**src/rtl/mm_copy_master.sv**
```systemverilog
// Avalon-MM copy engine: reads `length` words from src_addr and writes them, in order, to dst_addr.
// Define MM_COPY_WRITE_RESP_EN to track write responses before signalling completion.
module mm_copy_master #(
    parameter int FIFO_DEPTH = 8
) (
    input  logic        clk,
    input  logic        rst_n,
    input  logic        start,
    input  logic [31:0] src_addr,
    input  logic [31:0] dst_addr,
    input  logic [15:0] length,
    output logic        busy,
    output logic        done,
    output logic        error,
    output logic [31:0] avm_address,
    output logic        avm_read,
    output logic        avm_write,
    output logic [3:0]  avm_byteenable,
    output logic [31:0] avm_writedata,
    input  logic        avm_waitrequest,
    input  logic [31:0] avm_readdata,
    input  logic        avm_readdatavalid,
    input  logic [1:0]  avm_response,
    input  logic        avm_writeresponsevalid
);

    localparam int AW = $clog2(FIFO_DEPTH);
    localparam int CW = AW + 1;

    typedef enum logic [1:0] {IDLE, RUN, DRAIN, FINISH} state_t;

    state_t        state;
    logic [31:0]   rd_addr;
    logic [31:0]   wr_addr;
    logic [15:0]   reads_left;
    logic [15:0]   writes_left;
    logic [CW-1:0] fifo_count;
    logic [CW-1:0] outstanding;
    logic [AW-1:0] rd_ptr;
    logic [AW-1:0] wr_ptr;
    logic [31:0]   mem [FIFO_DEPTH];

    logic          in_run;
    logic          rd_acc;
    logic          wr_acc;
    logic          cmd_free;
    logic          rvalid;
    logic          push;
    logic          rd_err;
    logic          wr_err;
    logic          err_next;
    logic          issue_write;
    logic          issue_read;
    logic [CW-1:0] fifo_after_pop;
    logic [CW-1:0] fifo_next;
    logic [CW-1:0] outst_next;
    logic [7:0]    credit;
    logic [31:0]   head_data;

    // Command handshake: avm_read/avm_write offer a command that transfers in any cycle with
    // avm_waitrequest=0; until then address, command and data are held unchanged.
    always_comb begin
        in_run         = (state == RUN);
        rd_acc         = avm_read && !avm_waitrequest;
        wr_acc         = avm_write && !avm_waitrequest;
        cmd_free       = !(avm_read || avm_write) || !avm_waitrequest;
        rvalid         = in_run && avm_readdatavalid;
        push           = rvalid && (avm_response == 2'b00) && !error;
        rd_err         = rvalid && (avm_response != 2'b00);
        fifo_after_pop = fifo_count - CW'(wr_acc);
        fifo_next      = fifo_after_pop + CW'(push);
        outst_next     = outstanding + CW'(rd_acc) - CW'(rvalid);
        credit         = 8'(fifo_next) + 8'(outst_next);
        err_next       = error || rd_err || wr_err;
        issue_write    = in_run && cmd_free && (fifo_next != '0);
        issue_read     = in_run && cmd_free && !issue_write && (reads_left != 16'd0) &&
                         !err_next && (credit < 8'(FIFO_DEPTH));
        // Bypass the FIFO when it is about to be empty so returning data is written one cycle later.
        head_data      = (fifo_after_pop != '0) ? mem[rd_ptr + AW'(wr_acc)] : avm_readdata;
    end

    always_ff @(posedge clk) begin
        if (push) mem[wr_ptr] <= avm_readdata;
    end

`ifdef MM_COPY_WRITE_RESP_EN
    logic [16:0] wresp_count;
    logic        wresp_dec;

    assign wresp_dec = busy && avm_writeresponsevalid && (wresp_count != 17'd0);
    assign wr_err    = wresp_dec && (avm_response != 2'b00);

    always_ff @(posedge clk or negedge rst_n) begin
        if (!rst_n) begin
            wresp_count <= '0;
        end else begin
            wresp_count <= wresp_count + 17'(wr_acc) - 17'(wresp_dec);
        end
    end
`else
    logic unused_wresp;

    assign unused_wresp = avm_writeresponsevalid;
    assign wr_err       = 1'b0;
`endif

    always_ff @(posedge clk or negedge rst_n) begin
        if (!rst_n) begin
            state          <= IDLE;
            busy           <= 1'b0;
            done           <= 1'b0;
            error          <= 1'b0;
            avm_read       <= 1'b0;
            avm_write      <= 1'b0;
            avm_address    <= '0;
            avm_writedata  <= '0;
            avm_byteenable <= '0;
            rd_addr        <= '0;
            wr_addr        <= '0;
            reads_left     <= '0;
            writes_left    <= '0;
            fifo_count     <= '0;
            outstanding    <= '0;
            rd_ptr         <= '0;
            wr_ptr         <= '0;
        end else begin
            done        <= 1'b0;
            fifo_count  <= fifo_next;
            outstanding <= outst_next;
            if (push) wr_ptr <= wr_ptr + AW'(1);
            if (wr_acc) begin
                rd_ptr      <= rd_ptr + AW'(1);
                writes_left <= writes_left - 16'd1;
            end
            if (rd_err || wr_err) error <= 1'b1;

            unique case (state)
                IDLE: begin
                    if (start) begin
                        rd_addr     <= src_addr & 32'hFFFF_FFFC;
                        wr_addr     <= dst_addr & 32'hFFFF_FFFC;
                        reads_left  <= length;
                        writes_left <= length;
                        error       <= 1'b0;
                        busy        <= 1'b1;
                        state       <= (length == 16'd0) ? FINISH : RUN;
                    end
                end
                RUN: begin
                    if (issue_write) begin
                        avm_write      <= 1'b1;
                        avm_read       <= 1'b0;
                        avm_address    <= wr_addr;
                        avm_writedata  <= head_data;
                        avm_byteenable <= 4'hF;
                        wr_addr        <= wr_addr + 32'd4;
                    end else if (issue_read) begin
                        avm_read       <= 1'b1;
                        avm_write      <= 1'b0;
                        avm_address    <= rd_addr;
                        avm_byteenable <= 4'hF;
                        rd_addr        <= rd_addr + 32'd4;
                        reads_left     <= reads_left - 16'd1;
                    end else if (cmd_free) begin
                        avm_read       <= 1'b0;
                        avm_write      <= 1'b0;
                        avm_byteenable <= 4'h0;
                    end
                    // An errored copy ends once every queued word is written and all reads have returned.
                    if ((writes_left == 16'd0) ||
                        (error && (fifo_count == '0) && (outstanding == '0) && !avm_read && !avm_write)) begin
                        state <= DRAIN;
                    end
                end
                DRAIN: begin
`ifdef MM_COPY_WRITE_RESP_EN
                    if (wresp_count == 17'd0) state <= FINISH;
`else
                    state <= FINISH;
`endif
                end
                FINISH: begin
                    done  <= 1'b1;
                    busy  <= 1'b0;
                    state <= IDLE;
                end
                default: state <= IDLE;
            endcase
        end
    end

endmodule

```
**config.mk**
```make
export PLATFORM = sky130hd
export DESIGN_NAME = mm_copy_master
export DESIGN_NICKNAME = d
export VERILOG_FILES = /design/src/rtl/mm_copy_master.sv
export SDC_FILE = /design/constraint.sdc
export NUM_CORES = 1
export LEC_CHECK = 0
export CAP_MARGIN = 25
export CORE_MARGIN = 3
export CORE_UTILIZATION = 46
export CTS_CLUSTER_SIZE = 20
export DETAILED_ROUTE_END_ITERATION = 16
export PLACE_DENSITY = 0.74
export SETUP_SLACK_MARGIN = 0.1
export SLEW_MARGIN = 20
export SYNTH_ARGS = -nofsm -noshare
export SYNTH_HDL_FRONTEND = slang
export SYNTH_SLANG_ARGS = --single-unit
```
**constraint.sdc**
```tcl
create_clock -name clk -period 8.1 [get_ports clk]
set_input_delay 2.025 -clock clk [delete_from_list [all_inputs] [get_ports clk]]
set_output_delay 2.025 -clock clk [all_outputs]
set_load 0.05 [all_outputs]
```
==> impl_metrics.sql, run 1 <==
INSERT INTO impl_metrics (metric_group, metric, value, unit) VALUES
('die', 'floorplan.io_pins', '193', ''),
('global_route', 'vias_in_the_first_global_route', '13497', ''),
('clock_tree', 'cts-root-buf', 'clkbuf_16', ''),
('logic_synthesis', 'most_used_dff_post_synth', 'edfxtp_1', ''),
('global_route', 'grt_residual_overflow', '0', ''),
('clock_tree', 'clk_transition_reported_paths', '0.06', 'ns'),
('die', 'die_x', '210.5', 'µm'),
('sta', 'timing.final.crit_share', '0.7760', ''),
('clock_tree', 'insertion_delay_of_the_later_clocked_pin_in_the_worst_skew_pair', '0.59', 'ns'),
('global_route', 'grt_use_total', '0.2184', ''),
('detailed_routing', 'wirelength', '48760', 'µm'),
('sta', 'setup_tns', '0', 'ns'),
('logic_synthesis', 'syn_inst', '1510', ''),
('logic_synthesis', 'synth-edff-count', '256', ''),
('die', 'start_util', '0.4680', ''),
('sta', 'layout_min_cycle_time', '6.285', 'ns'),
('global_route', 'pin_count_of_the_biggest_net_entering_global_routing', '126', ''),
('detailed_routing', 'met3_length', '3997', 'µm'),
('logic_synthesis', 'yosys_warnings', '0', ''),
('sta', 'setup_skew', '0.03016', 'ns'),
('layout', 'final_nets', '1820', ''),
('status', 'run_status', 'complete, no violations', ''),
('clock_tree', 'postCtsHoldBufs', '0', ''),
('critical_path', 'r2r-end', 'avm_address[16]$_DFFE_PN0P_', ''),
('detailed_routing', 'amount_of_wire_on_met2_after_detailed_routing', '23660', 'µm'),
('power', 'vdd_drop_max', '0.2650', 'mV'),
('detailed_routing', 'detail_route.first_pass.iterations', '7', ''),
('critical_path', 'critPathLaunchType', 'primary input', ''),
('clock_tree', 'cts_inserted_buffers', '46', ''),
('critical_path', 'critical_path.cell_chain', 'clkdlybuf4s50_1, nand2b_1, inv_1, ha_1, ha_1, nand2b_1, nand2b_1, xor2_1, ha_1, a2111oi_0, and4_1, o2111ai_2, buf_4, nand2_1, buf_4, nor2_1, nor2_1', ''),
('die', 'rows', '74', ''),
('layout', 'layoutNonFillerInstCount', '2245', ''),
('sta', 'timing.fmax', '159.1', 'MHz'),
('logic_synthesis', 'post_synth_num_cell_types', '70', ''),
('layout', 'post_route_cells_drive_above_1_share', '0.1197', ''),
('detailed_routing', 'highest_layer', 'met5', ''),
('layout', 'layout-area-overhead-vs-synth', '20.90', '%'),
('critical_path', 'reg2reg_from', 'avm_write$_DFFE_PN0P_', ''),
('power', 'cellPowerDensity', '403.5', 'nW/µm²'),
('logic_synthesis', 'synth-async-reset-ratio', '0.4074', ''),
('global_route', 'grt_first_pass_wirelength', '76000', 'µm'),
('power', 'power_leakage', '8.397', 'nW'),
('global_route', 'grt_antenna_before_repair', '2', ''),
('sta', 'worst_slack', '1.815', 'ns'),
('logic_synthesis', 'synth_area_per_cell', '12.74', 'µm²'),
('placement', 'detailedPlace.worstSlack', '1.326', 'ns'),
('min_path', 'hp-class', 'reg2reg', ''),
('logic_synthesis', 'synth-seq-area-share', '0.6285', ''),
('critical_path', 'slowest_stage', 'clkdlybuf4s50_1', ''),
('critical_path', 'critical_path.n_buffers_inverters', '4', ''),
('placement', 'place.detailed.hpwl', '29980', 'µm'),
('sta', 'hold_viol_final', '0', ''),
('power', 'power.total', '0.009384', 'W'),
('critical_path', 'crit_type', 'in2reg', ''),
('clock_tree', 'post_cts.repair.setup_buffers', '0', ''),
('detailed_routing', 'viasPerCell', '5.944', ''),
('job', 'drv_cap', '0', ''),
('sta', 'count_of_endpoints_failing_setup_in_the_final_report', '0', ''),
('clock_tree', 'sink_count_of_the_clock_tree', '432', ''),
('min_path', 'min_path_cells', '2', ''),
('critical_path', 'timing.critical_path.arrival', '6.77', 'ns'),
('sta', 'unrepaired_setup_endpoints_after_global_routing', 'false', ''),
('clock_tree', 'clock_tree_from_tritoncts', 'yes', ''),
('sta', 'relSlewSlack', '0.3440', ''),
('clock_tree', 'post_cts.resized_instances', '0', ''),
('detailed_routing', 'route.detailed.wl_per_inst', '21.72', 'µm'),
('critical_path', 'crit_path_max_fanout', '35', ''),
('placement', 'placed_instance_area', '21660', 'µm²'),
('layout', 'finish.instance_area', '23260', 'µm²'),
('critical_path', 'cp.required', '8.58', 'ns'),
('critical_path', 'worst_setup_slack_for_register_to_register_paths', '3.36', 'ns');
==> kinds of logic (layout without fill, tap and decap cells) <==
kind of cell    Yosys count  count (layout)  synth area share
compound gates          315             315            0.1011
xor+xnor                 30              30           0.01405
other cells               1               3         0.0001949
mux                     105             105           0.09645
flops                   432             432            0.6285
fa+ha+maj                25              25           0.01665
simple gates            490             490            0.1201
buf+inv                 112             313           0.02302
==> registers in the layout, indices dropped and copies added (netlist names) <==
signal          cells
mem               256
avm_writedata      32
avm_address        30
rd_addr            30
wr_addr            30
reads_left         16
writes_left        16
fifo_count          4
outstanding         4
rd_ptr              3
wr_ptr              3
state               2
avm_byteenable      1
avm_read            1
avm_write           1
busy                1
done                1
error               1
==> cell usage in the layout, fill, tap and decap left out, drive strengths merged, types with 11 or more instances in the layout <==
cell type / instances
nand2: 150
mux2i: 38
ha: 24
nor2: 137
xnor2: 20
nor3: 29
clkinv: 17
clkdlybuf4s50: 184
dfrtp: 176
mux4: 64
inv: 21
a21oi: 50
clkbuf: 59
nor4: 25
buf: 24
nand2b: 14
and3: 19
nand3: 45
o21ai: 115
nand4: 18
a21o: 11
edfxtp: 256
o22ai: 62
==> synthesized netlist by cell type, drive strengths merged (5+ instances only) <==
master | instances | area share
a211oi | 10 | 0.0039
a21o | 11 | 0.0043
a21oi | 50 | 0.013
a22oi | 7 | 0.0027
a31o | 5 | 0.0023
a31oi | 6 | 0.0020
a32o | 5 | 0.0026
and2 | 8 | 0.0026
and3 | 19 | 0.0062
and4 | 5 | 0.0023
buf | 21 | 0.0053
clkbuf | 71 | 0.014
dfrtp | 176 | 0.23
edfxtp | 256 | 0.40
ha | 24 | 0.016
inv | 20 | 0.0039
mux2i | 38 | 0.020
mux4 | 64 | 0.075
nand2 | 150 | 0.029
nand2b | 14 | 0.0046
nand3 | 45 | 0.012
nand4 | 18 | 0.0059
nor2 | 137 | 0.027
nor3 | 29 | 0.0075
nor3b | 5 | 0.0020
nor4 | 25 | 0.0085
o211ai | 5 | 0.0020
o21ai | 115 | 0.030
o22ai | 62 | 0.020
or2 | 9 | 0.0029
or3 | 8 | 0.0026
or4 | 9 | 0.0037
xnor2 | 20 | 0.0091
xor2 | 10 | 0.0049
==> report_power, final <==
group,leakage [nW],switching (W),internal (W)
Combinational,3.26,0.00234,0.00159
Clock,0.776,0.000889,0.00127
Sequential,4.36,0.000492,0.00279
Total,8.40,0.00372,0.00566
==> tightest hold or removal path: stages (launching register included) <==
cell,delay [ns]
dfrtp_1,0.34
nand2_1,0.05
o21ai_0,0.06
==> metal layers <==
layer | global-route usage | vias to the layer above
li1 | - | 6066
met1 | 0.2890 | 6562
met2 | 0.3628 | 627
met3 | 0.04405 | 87
met4 | 0.07829 | 2
met5 | 0 | -
==> worst max path at each step <==
stage,from,to,cells after the start
CTS,avm_waitrequest,avm_address[16]$_DFFE_PN0P_,17
global route,avm_waitrequest,avm_address[21]$_DFFE_PN0P_,17
detailed placement,avm_waitrequest,avm_address[23]$_DFFE_PN0P_,17
finish,avm_waitrequest,avm_address[16]$_DFFE_PN0P_,17
floorplan,avm_response[1],rd_addr[24]$_DFFE_PN0P_,14
global placement,avm_waitrequest,avm_address[3]$_DFFE_PN0P_,17
==> stage by stage <==
stage          utilization  hold slack, ns
6_report            0.5658          0.4770
5_1_grt             0.5658          0.5131
4_1_cts             0.5655          0.4888
3_5_place_dp        0.5270          0.4734
3_3_place_gp        0.5266          0.4667
2_1_floorplan            -          0.4568
==> layout make-up <==
type | instances | area (µm²) | area share
flip-flops and latches | 432 | 12090 | 0.5199
multi-input cells | 967 | 6802 | 0.2924
repair buffers | 208 | 2037 | 0.08758
clock buffers | 59 | 1301 | 0.05595
well taps | 532 | 665.6 | 0.02862
clock inverters | 26 | 284.0 | 0.01221
inverters | 20 | 75.07 | 0.003228
diodes | 1 | 2.502 | 0.0001076
Note: power is estimated with default switching activity, not from simulation.
==> inputs of run 2 (changes only) <==
==> constraint.sdc (replaced) <==
create_clock -name clk -period 5.8 [get_ports clk]
set_input_delay 1.45 -clock clk [delete_from_list [all_inputs] [get_ports clk]]
set_output_delay 1.45 -clock clk [all_outputs]
set_load 0.05 [all_outputs]
==> impl_metrics.sql, run 2 (synthesized netlist as in run 1, its figures left out) <==
INSERT INTO impl_metrics (metric_group, metric, value, unit) VALUES
('global_route', 'grt_first_pass_wirelength', '76760', 'µm'),
('sta', 'timing.fmax', '194.3', 'MHz'),
('critical_path', 'crit_path_max_fanout', '23', ''),
('clock_tree', 'post_cts.resized_instances', '0', ''),
('min_path', 'hp-class', 'reg2reg', ''),
('sta', 'relSlewSlack', '0.3436', ''),
('sta', 'maxSlewViolCount', '0', ''),
('sta', 'hold_viol_final', '0', ''),
('placement', 'place.detailed.hpwl', '30830', 'µm'),
('detailed_routing', 'route.detailed.wl_per_inst', '21.76', 'µm'),
('global_route', 'grt_use_total', '0.2211', ''),
('job', 'drv_cap', '0', ''),
('critical_path', 'critPathLaunchType', 'primary input', ''),
('sta', 'setup_skew', '0.01932', 'ns'),
('layout', 'layout.cells.most_common', 'edfxtp_1', ''),
('global_route', 'grt_antenna_before_repair', '1', ''),
('sta', 'setup_tns', '0', 'ns'),
('die', 'die_x', '210.5', 'µm'),
('sta', 'unrepaired_setup_endpoints_after_global_routing', 'false', ''),
('detailed_routing', 'viasPerCell', '5.971', ''),
('die', 'die-area', '44310', 'µm²'),
('clock_tree', 'cts_inserted_buffers', '46', ''),
('global_route', 'grt_residual_overflow', '0', ''),
('layout', 'num-fill-cells', '3346', ''),
('layout', 'final_nets', '1832', ''),
('status', 'run_status', 'complete, no violations', ''),
('die', 'coreArea', '41110', 'µm²'),
('clock_tree', 'clk_transition_reported_paths', '0.06', 'ns'),
('layout', 'regMostFlops', 'mem', ''),
('clock_tree', 'clock_tree_from_tritoncts', 'yes', ''),
('detailed_routing', 'wirelength', '49080', 'µm'),
('detailed_routing', 'via_count', '13470', ''),
('die', 'floorplan.io_pins', '193', ''),
('sta', 'timing.final.crit_share', '0.8873', ''),
('power', 'cellPowerDensity', '569.7', 'nW/µm²'),
('detailed_routing', 'detail_route.first_pass.iterations', '5', ''),
('power', 'power_leakage', '8.466', 'nW'),
('detailed_routing', 'antenna_violating_nets_post_route', '0', ''),
('placement', 'numPlacedInstances', '2170', ''),
('global_route', 'pin_count_of_the_biggest_net_entering_global_routing', '113', ''),
('detailed_routing', 'drc', '0', ''),
('detailed_routing', 'drt_iter0_drc', '1463', ''),
('die', 'rows', '74', ''),
('clock_tree', 'post_cts.repair.setup_buffers', '0', ''),
('critical_path', 'crit_type', 'in2reg', ''),
('layout', 'biggestRegsByFlops', 'mem: 256 flops, avm_writedata: 32 flops', ''),
('layout', 'layout-area-overhead-vs-synth', '21.51', '%'),
('sta', 'tightestPinTransition', '0.9757', 'ns'),
('power', 'vdd_drop_max', '0.3962', 'mV'),
('clock_tree', 'cts.path.max_buffers', '3', ''),
('critical_path', 'cp-end-kind', 'flop', ''),
('clock_tree', 'htree_num_levels', '2', ''),
('die', 'chipHeight', '210.5', 'µm'),
('critical_path', 'timing.critical_path.arrival', '5.56', 'ns'),
('sta', 'count_of_endpoints_failing_setup_in_the_final_report', '0', ''),
('layout', 'antennaDiodeCount', '0', ''),
('global_route', 'vias_in_the_first_global_route', '13436', ''),
('critical_path', 'cp.required', '6.22', 'ns'),
('die', 'start_util', '0.4680', ''),
('placement', 'numPortBuffers', '185', ''),
('layout', 'post_route_cells_drive_above_1_share', '0.1212', ''),
('placement', 'gp_routability_congestion', '0.8626', ''),
('sta', 'layout_min_cycle_time', '5.146', 'ns'),
('clock_tree', 'postCtsHoldBufs', '0', ''),
('clock_tree', 'cts-root-buf', 'clkbuf_16', ''),
('layout', 'layoutNonFillerInstCount', '2256', ''),
('clock_tree', 'insertion_delay_of_the_later_clocked_pin_in_the_worst_skew_pair', '0.59', 'ns'),
('layout', 'flip_flop_count_of_the_largest_register_all_copies_and_words_added', '256', ''),
('layout', 'final_cell_mix', '256 x edfxtp_1, 184 x clkdlybuf4s50_1, 176 x dfrtp_1, 148 x nand2_1, 130 x nor2_1', ''),
('clock_tree', 'sink_count_of_the_clock_tree', '432', '');
[run 2: cell types whose count changed in the layout (fill, tap and decap cells not counted), sizes merged]
cell      change
buf          +10
bufinv        +2
clkinv        -2
clkinvlp      -2
clkbuf        +4
diode         -1
[run 2: area by class of cell]
class / instances / area, µm² / share of cell area
Multi-Input combinational cell: 967 / 6795 / 0.2907
Inverter: 20 / 75.07 / 0.003211
Clock buffer: 61 / 1259 / 0.05384
Tap cell: 532 / 665.6 / 0.02847
Sequential cell: 432 / 12090 / 0.5172
Timing Repair Buffer: 220 / 2166 / 0.09265
Clock inverter: 24 / 325.3 / 0.01392
[run 2: critical path, cell delays in order]
cell	delay, ns
clkdlybuf4s50_1	0.39
or2_1	0.24
nor3b_1	0.45
ha_1	0.32
nand2b_1	0.10
nand2b_1	0.16
xor2_1	0.24
ha_1	0.27
a2111oi_0	0.35
and4_1	0.39
o2111ai_1	0.24
buf_4	0.29
nand2_1	0.47
a22oi_1	0.19
[run 2: worst paths after layout]
kind	from	to	slack (ns)	depth (start not counted)
min in group asynchronous	rst_n	writes_left[8]$_DFF_PN0_	1.02	1
worst min-delay path	avm_writedata[7]$_DFFE_PN0P_	avm_writedata[7]$_DFFE_PN0P_	0.48	2
worst max-delay path	avm_response[1]	rd_addr[26]$_DFFE_PN0P_	0.65	14
worst min register to register	avm_writedata[7]$_DFFE_PN0P_	avm_writedata[7]$_DFFE_PN0P_	0.48	2
worst max register to register	state[1]$_DFFE_PN0P_	rd_addr[26]$_DFFE_PN0P_	1.27	15
max in group asynchronous	rst_n	avm_address[4]$_DFFE_PN0P_	3.73	2
[run 2: layer usage]
metal / vias up / share of wire / wire length (µm) / GRT usage
li1: 6095 / - / - / -
met1: 6670 / 0.41 / 19920 / 0.2979
met2: 597 / 0.48 / 23560 / 0.3613
met3: 106 / 0.083 / 4083 / 0.04435
met4: 2 / 0.031 / 1504 / 0.07991
met5: - / 0.00024 / 12 / 0
[run 2: where the power goes]
group          switching, W  leakage (nW)  total (W)  internal (W)
combinational       0.00336          3.33    0.00569       0.00233
clock               0.00123         0.770    0.00304       0.00181
sequential         0.000687          4.36    0.00459       0.00390
[run 2: through the flow]
step           hold WS, ns  total power [W]  cell area, µm²  utilization  worst slack [ns]
2_1_floorplan       0.4568         0.008463           19240            -            0.5910
3_3_place_gp        0.4652          0.01015           21790       0.5300            0.2560
3_5_place_dp        0.4727          0.01031           21790       0.5300            0.1029
4_1_cts             0.4861          0.01341           23370       0.5685            0.7334
5_1_grt             0.5020          0.01411           23380       0.5687            0.4828
6_report            0.4806          0.01332           23380       0.5687            0.6539
==> inputs of run 3 (changes only) <==
--- a/config.mk
+++ b/config.mk
@@ -6,6 +6,7 @@
 export NUM_CORES = 1
 export LEC_CHECK = 0
 export CAP_MARGIN = 25
+export CORE_ASPECT_RATIO = 1.4
 export CORE_MARGIN = 3
 export CORE_UTILIZATION = 46
 export CTS_CLUSTER_SIZE = 20
==> constraint.sdc (replaced) <==
create_clock -name clk -period 6.1 [get_ports clk]
set_input_delay 1.525 -clock clk [delete_from_list [all_inputs] [get_ports clk]]
set_output_delay 1.525 -clock clk [all_outputs]
set_load 0.05 [all_outputs]
==> impl_metrics.sql, run 3 (synthesized netlist as in run 1, its figures left out) <==
INSERT INTO impl_metrics (metric_group, metric, value, unit) VALUES
('critical_path', 'crit_type', 'in2reg', ''),
('placement', 'place.detailed.hpwl', '31190', 'µm'),
('layout', 'biggestRegsByFlops', 'mem: 256 flops, avm_writedata: 32 flops', ''),
('detailed_routing', 'met3_length', '3252', 'µm'),
('sta', 'hold_viol_final', '0', ''),
('clock_tree', 'post_cts.resized_instances', '0', ''),
('sta', 'timing.final.crit_share', '0.8566', ''),
('clock_tree', 'sink_count_of_the_clock_tree', '432', ''),
('clock_tree', 'cts.path.max_buffers', '3', ''),
('detailed_routing', 'drc', '0', ''),
('min_path', 'hp-class', 'reg2reg', ''),
('global_route', 'grt_use_total', '0.2186', ''),
('layout', 'final_cell_mix', '256 x edfxtp_1, 184 x clkdlybuf4s50_1, 176 x dfrtp_1, 148 x nand2_1, 130 x nor2_1', ''),
('critical_path', 'cp-end-kind', 'flop', ''),
('clock_tree', 'post_cts.repair.setup_buffers', '0', ''),
('layout', 'multi_input_area', '6795', 'µm²'),
('sta', 'setup_skew', '0.02107', 'ns'),
('die', 'coreArea', '41290', 'µm²'),
('die', 'die_x', '178.8', 'µm'),
('sta', 'count_of_endpoints_failing_setup_in_the_final_report', '0', ''),
('layout', 'final_nets', '1826', ''),
('global_route', 'pin_count_of_the_biggest_net_entering_global_routing', '118', ''),
('clock_tree', 'clk_transition_reported_paths', '0.06', 'ns'),
('die', 'start_util', '0.4659', ''),
('detailed_routing', 'highest_layer', 'met5', ''),
('die', 'die-area', '44350', 'µm²'),
('layout', 'post_route_cells_drive_above_1_share', '0.1181', ''),
('detailed_routing', 'antenna_violating_nets_post_route', '0', ''),
('sta', 'setup_tns', '0', 'ns'),
('die', 'floorplan.io_pins', '193', ''),
('placement', 'gp_routability_congestion', '0.8817', ''),
('die', 'chipHeight', '248.0', 'µm'),
('clock_tree', 'clock_tree_from_tritoncts', 'yes', ''),
('critical_path', 'timing.critical_path.arrival', '5.66', 'ns'),
('power', 'power_leakage', '8.388', 'nW'),
('sta', 'layout_min_cycle_time', '5.225', 'ns'),
('global_route', 'vias_in_the_first_global_route', '13399', ''),
('detailed_routing', 'wl_met1', '18180', 'µm'),
('detailed_routing', 'wirelength', '48560', 'µm'),
('global_route', 'grt_residual_overflow', '0', ''),
('status', 'run_status', 'complete, no violations', ''),
('clock_tree', 'cts_inserted_buffers', '41', ''),
('layout', 'num-fill-cells', '3295', ''),
('power', 'vdd_drop_max', '0.4321', 'mV'),
('global_route', 'grt_first_pass_wirelength', '75470', 'µm'),
('detailed_routing', 'viasPerCell', '5.985', ''),
('detailed_routing', 'route.detailed.wl_per_inst', '21.55', 'µm'),
('sta', 'unrepaired_setup_endpoints_after_global_routing', 'false', ''),
('clock_tree', 'insertion_delay_of_the_later_clocked_pin_in_the_worst_skew_pair', '0.56', 'ns'),
('layout', 'seq_area', '12090', 'µm²'),
('placement', 'placed_instance_area', '21770', 'µm²'),
('job', 'drv_cap', '0', ''),
('detailed_routing', 'via_count', '13485', ''),
('clock_tree', 'cts-root-buf', 'clkbuf_16', ''),
('global_route', 'grt_antenna_before_repair', '1', ''),
('layout', 'layout-area-overhead-vs-synth', '20.79', '%'),
('layout', 'finish.instance_area', '23240', 'µm²'),
('sta', 'maxSlewViolCount', '0', ''),
('critical_path', 'crit_path_max_fanout', '23', ''),
('power', 'cellPowerDensity', '532.2', 'nW/µm²'),
('layout', 'regMostFlops', 'mem', ''),
('sta', 'timing.fmax', '191.4', 'MHz'),
('critical_path', 'cp.required', '6.54', 'ns'),
('detailed_routing', 'drt_iter0_drc', '1377', ''),
('die', 'rows', '88', ''),
('detailed_routing', 'amount_of_wire_on_met2_after_detailed_routing', '25120', 'µm'),
('clock_tree', 'htree_num_levels', '2', ''),
('layout', 'flip_flop_count_of_the_largest_register_all_copies_and_words_added', '256', ''),
('placement', 'numPortBuffers', '185', ''),
('clock_tree', 'postCtsHoldBufs', '0', ''),
('sta', 'tightestPinTransition', '0.9145', 'ns'),
('detailed_routing', 'detail_route.first_pass.iterations', '5', ''),
('layout', 'layout.cells.most_common', 'edfxtp_1', ''),
('critical_path', 'critPathLaunchType', 'primary input', ''),
('sta', 'relSlewSlack', '0.3903', '');
==> run 3: cell types whose count changed in the layout (fill, tap and decap cells not counted), moves of 2 or more <==
| cell | before | now |
|---|---|---|
| clkbuf_16 | 47 | 41 |
| clkbuf_8 | 4 | 10 |
| clkinv_2 | 10 | 4 |
| clkbuf_1 | 11 | 8 |
| clkinv_1 | 3 | 0 |
| buf_12 | 4 | 2 |
| diode_2 | 0 | 2 |
==> run 3: final cells by class <==
cell class                      count  area share
Sequential cell                   432      0.5203
Multi-Input combinational cell    967      0.2924
Timing Repair Buffer              219     0.09277
Clock buffer                       58     0.05077
Tap cell                          540     0.02907
Clock inverter                     15     0.01120
Inverter                           20    0.003231
Antenna cell                        2   0.0002154
==> run 3: power breakdown <==
| part | switching [W] | internal, W | total [W] |
|---|---|---|---|
| sequential | 0.000680 | 0.00371 | 0.00439 |
| clock | 0.00112 | 0.00158 | 0.00269 |
| combinational | 0.00312 | 0.00217 | 0.00529 |
| total | 0.00492 | 0.00745 | 0.0124 |
==> run 3: critical path: stages <==
cell and delay [ns]:
clkdlybuf4s50_1 0.39, or2_1 0.25, nor3b_1 0.41, ha_1 0.31, nand2b_1 0.10, nand2b_1 0.16, xor2_1 0.19, ha_1 0.33
a2111oi_0 0.34, and4_1 0.39, o2111ai_1 0.26, buf_4 0.29, o311a_1 0.35, a41o_1 0.21, a21o_1 0.15
==> run 3: per-layer routing <==
layer	global-route usage	vias to the layer above
li1	-	6079
met1	0.2707	6726
met2	0.3823	565
met3	0.03566	113
met4	0.08601	2
met5	0	-
==> run 3: final timing paths <==
check	startpoint	endpoint	cells past startpoint	slack (ns)
hold reg to reg	avm_writedata[10]$_DFFE_PN0P_	avm_writedata[10]$_DFFE_PN0P_	2	0.48
setup reg to reg	state[1]$_DFFE_PN0P_	rd_addr[21]$_DFFE_PN0P_	16	1.59
min in group asynchronous	rst_n	writes_left[15]$_DFF_PN0_	1	0.88
setup / recovery	avm_response[1]	rd_addr[21]$_DFFE_PN0P_	15	0.87
hold / removal	avm_writedata[10]$_DFFE_PN0P_	avm_writedata[10]$_DFFE_PN0P_	2	0.48
max in group asynchronous	rst_n	avm_writedata[22]$_DFFE_PN0P_	3	3.94
==> run 3: metrics by stage <==
| stage | cells | hold WS [ns] | setup slack [ns] | total power, W | utilization |
|---|---|---|---|---|---|
| floorplan | 1511 | 0.4568 | 0.8160 | 0.008047 | - |
| global placement | 2176 | 0.4647 | 0.3495 | 0.009549 | 0.5267 |
| detailed placement | 2177 | 0.4718 | 0.3091 | 0.009717 | 0.5272 |
| CTS | 2250 | 0.4868 | 0.8556 | 0.01244 | 0.5620 |
| global route | 2251 | 0.5147 | 0.5082 | 0.01310 | 0.5627 |
| finish | 2253 | 0.4812 | 0.8746 | 0.01237 | 0.5628 |
==> variant: new RTL, flow settings as in run 2 <==
The 4 states of `state_t` get a one-hot encoding in 4 bits.
--- a/src/rtl/mm_copy_master.sv
+++ b/src/rtl/mm_copy_master.sv
@@ -27,7 +27,7 @@
     localparam int AW = $clog2(FIFO_DEPTH);
     localparam int CW = AW + 1;
 
-    typedef enum logic [1:0] {IDLE, RUN, DRAIN, FINISH} state_t;
+    typedef enum logic [3:0] {IDLE = 4'b0001, RUN = 4'b0010, DRAIN = 4'b0100, FINISH = 4'b1000} state_t;
 
     state_t        state;
     logic [31:0]   rd_addr;
Behaviour: same outputs for any inputs over 4 cycles, from zero or initial values and one cycle with rst_n low; so few cycles prove little.
==> variant against run 2 <==
Setup slack got worse by 110 ps. Wire length increased by 2.0%. Largest cell class unchanged. Non-clock buffer count is 12 higher. Clock skew is 1.6 ps lower. Sequential cell count is 2 higher. First-iteration DRC count increased by 21%. Synthesized cell count is 3.1% higher. Hold slack got worse by 0.74 ps. Total power fell by 3.8%. Final area is 1.5% higher. Synthesized area rose by 1.6%. Global-route usage rose by 0.23 points.
==> variant: results <==
metrics = {
    "drt": {
        "met3WireLength_mm": 4.05,
        "drt_iter0_drc": 1774,
        "top_layer_used": "met5",
        "detail_route.first_pass.iterations": 6,
        "wl_on_met1_mm": 20.3,
        "detailroute.wirelength.met2_mm": 24.6,
        "vias": 13900,
        "remaining_drc_errors": 0,
        "postRouteWirelength_mm": 50.1,
    },
    "clocking": {
        "cts.path.max_buffers": 3,
        "clk_root_buffer_cell": "clkbuf_16",
        "cts.clk_slew.worst_paths_ps": 60,
        "resized_cells_post_cts": 0,
        "number_of_h_tree_branching_levels": 2,
        "cts.repair_timing.setup_buffer_count": 0,
    },
    "sta": {
        "whs_ps": 480,
        "maxSlewViolCount": 0,
        "maximum_clock_skew_at_final_layout_ps": 17.7,
        "final_min_period_over_clock_period_pct": 90.6,
        "worst_slew_margin_rel_pct": 35.1,
    },
    "power": {
        "irDropWorstVdd_v": 0.000443,
        "total_leakage_power_nw": 8.66,
    },
    "grt": {
        "grt_pass1_wl_mm": 78.6,
        "largest_net_degree_at_the_start_of_global_routing": 112,
        "track_usage_pct": 22.3,
        "grt_antenna_before_repair": 3,
    },
    "worst_setup_path": {
        "arrival_ps": 5730,
        "reg2reg_setup_slack_ps": 1210,
        "critical_path.max_fanout": 14,
    },
    "yosys": {
        "synth-seq-area-share_pct": 62.1,
        "yosys_warnings": 0,
        "postSynthCellCount": 1557,
        "synth_edf_count": 256,
        "most_frequent_cells_after_synthesis": "256 x edfxtp_1, 230 x nand2_1, 177 x dfrtp_1",
        "postSynth.asyncResetShare_pct": 41.0,
        "yosysUniqueCellTypes": 88,
        "synth-main-ff-cell": "edfxtp_1",
        "synth_top_cells_by_area": "edfxtp_1 39%, dfrtp_1 23%, mux4_2 7.4%, nand2_1 4.4%, o21ai_0 3.1%",
    },
    "final_layout": {
        "final_net_count": 1884,
        "fin_cells": 2312,
        "antenna_cells_inserted": 0,
        "post_route_cells_drive_above_1_share_pct": 12.6,
        "largest_registers": "mem (256), avm_writedata (32)",
    },
    "placement": {
        "post-place-cells": 2228,
        "weighted_congestion_at_the_end_of_routability_driven_global_placement": 0.862,
        "hpwlAfterDp_mm": 31.7,
        "detailedPlace.worstSlack_ps": 48.7,
        "io_buffers": 185,
    },
    "hold_path": {
        "worst_hold_path_type": "reg -> reg",
    },
    "outcome": {
        "outcome": "complete, no violations",
    },
}
## variant: cell count changes after synthesis, moves of 11 or more
cell / run 2 / this run
a31oi_1: 6 / 39
buf_2: 3 / 16
clkbuf_1: 71 / 54
inv_1: 19 / 30
nand2_1: 150 / 230
nor2_1: 137 / 93
o22ai_1: 62 / 22
## variant: final timing paths
path,startpoint,to,cells after the start
min,avm_writedata[6]$_DFFE_PN0P_,avm_writedata[6]$_DFFE_PN0P_,2
min in group asynchronous,rst_n,reads_left[12]$_DFFE_PN0P_,1
max in group asynchronous,rst_n,avm_writedata[13]$_DFFE_PN0P_,2
max reg2reg,state[2]$_DFFE_PN0P_,avm_address[8]$_DFFE_PN0P_,17
min reg2reg,avm_writedata[6]$_DFFE_PN0P_,avm_writedata[6]$_DFFE_PN0P_,2
max,avm_response[1],avm_address[8]$_DFFE_PN0P_,17
## variant: cell families after synthesis
kind of cell             synth area share, %
buffers and inverters                   2.75
multiplexers                            9.33
XOR/XNOR                                1.20
AO/OA/AOI/OAI                           10.9
AND/OR/NAND/NOR                         12.4
other                                 0.0192
flip-flops                              62.1
adder cells (fa/ha/maj)                 1.32
## variant: cell type report
cell class / instances / area (um2)
inverter: 31 / 116
fill: 3271 / 17700
timing repair buffer: 232 / 2250
multi-input combinational: 999 / 6970
sequential: 434 / 12100
tap: 532 / 666
clock inverter: 12 / 160
clock buffer: 72 / 1430
## variant: critical path, stage by stage
cell             delay, ps
clkdlybuf4s50_1        410
or2_2                  310
or3_1                  370
inv_1                  130
ha_1                   200
or3b_1                 380
a22o_2                 270
inv_2                   60
ha_1                   220
nor4_1                 300
nand4_2                240
a311o_1                440
nor2_2                 180
buf_4                  270
buf_4                  210
nand2_1                 80
a31oi_1                200
## variant: routing by layer
metal  up-vias  global-route usage, %
met5         -                      0
met3        93                   4.10
li1       6243                      -
met4         6                   6.19
met1      6924                   30.2
met2       630                   37.5
## variant: where the power goes
group	internal, W	switching [W]
clock network	0.00179	0.00122
registers	0.00389	0.000672
logic	0.00215	0.00309
## variant: through the flow
step           area (um2)  power [W]
2_1_floorplan       19600    0.00814
3_3_place_gp        22100    0.00969
3_5_place_dp        22100    0.00982
4_1_cts             23700     0.0129
5_1_grt             23700     0.0136
6_report            23700     0.0128
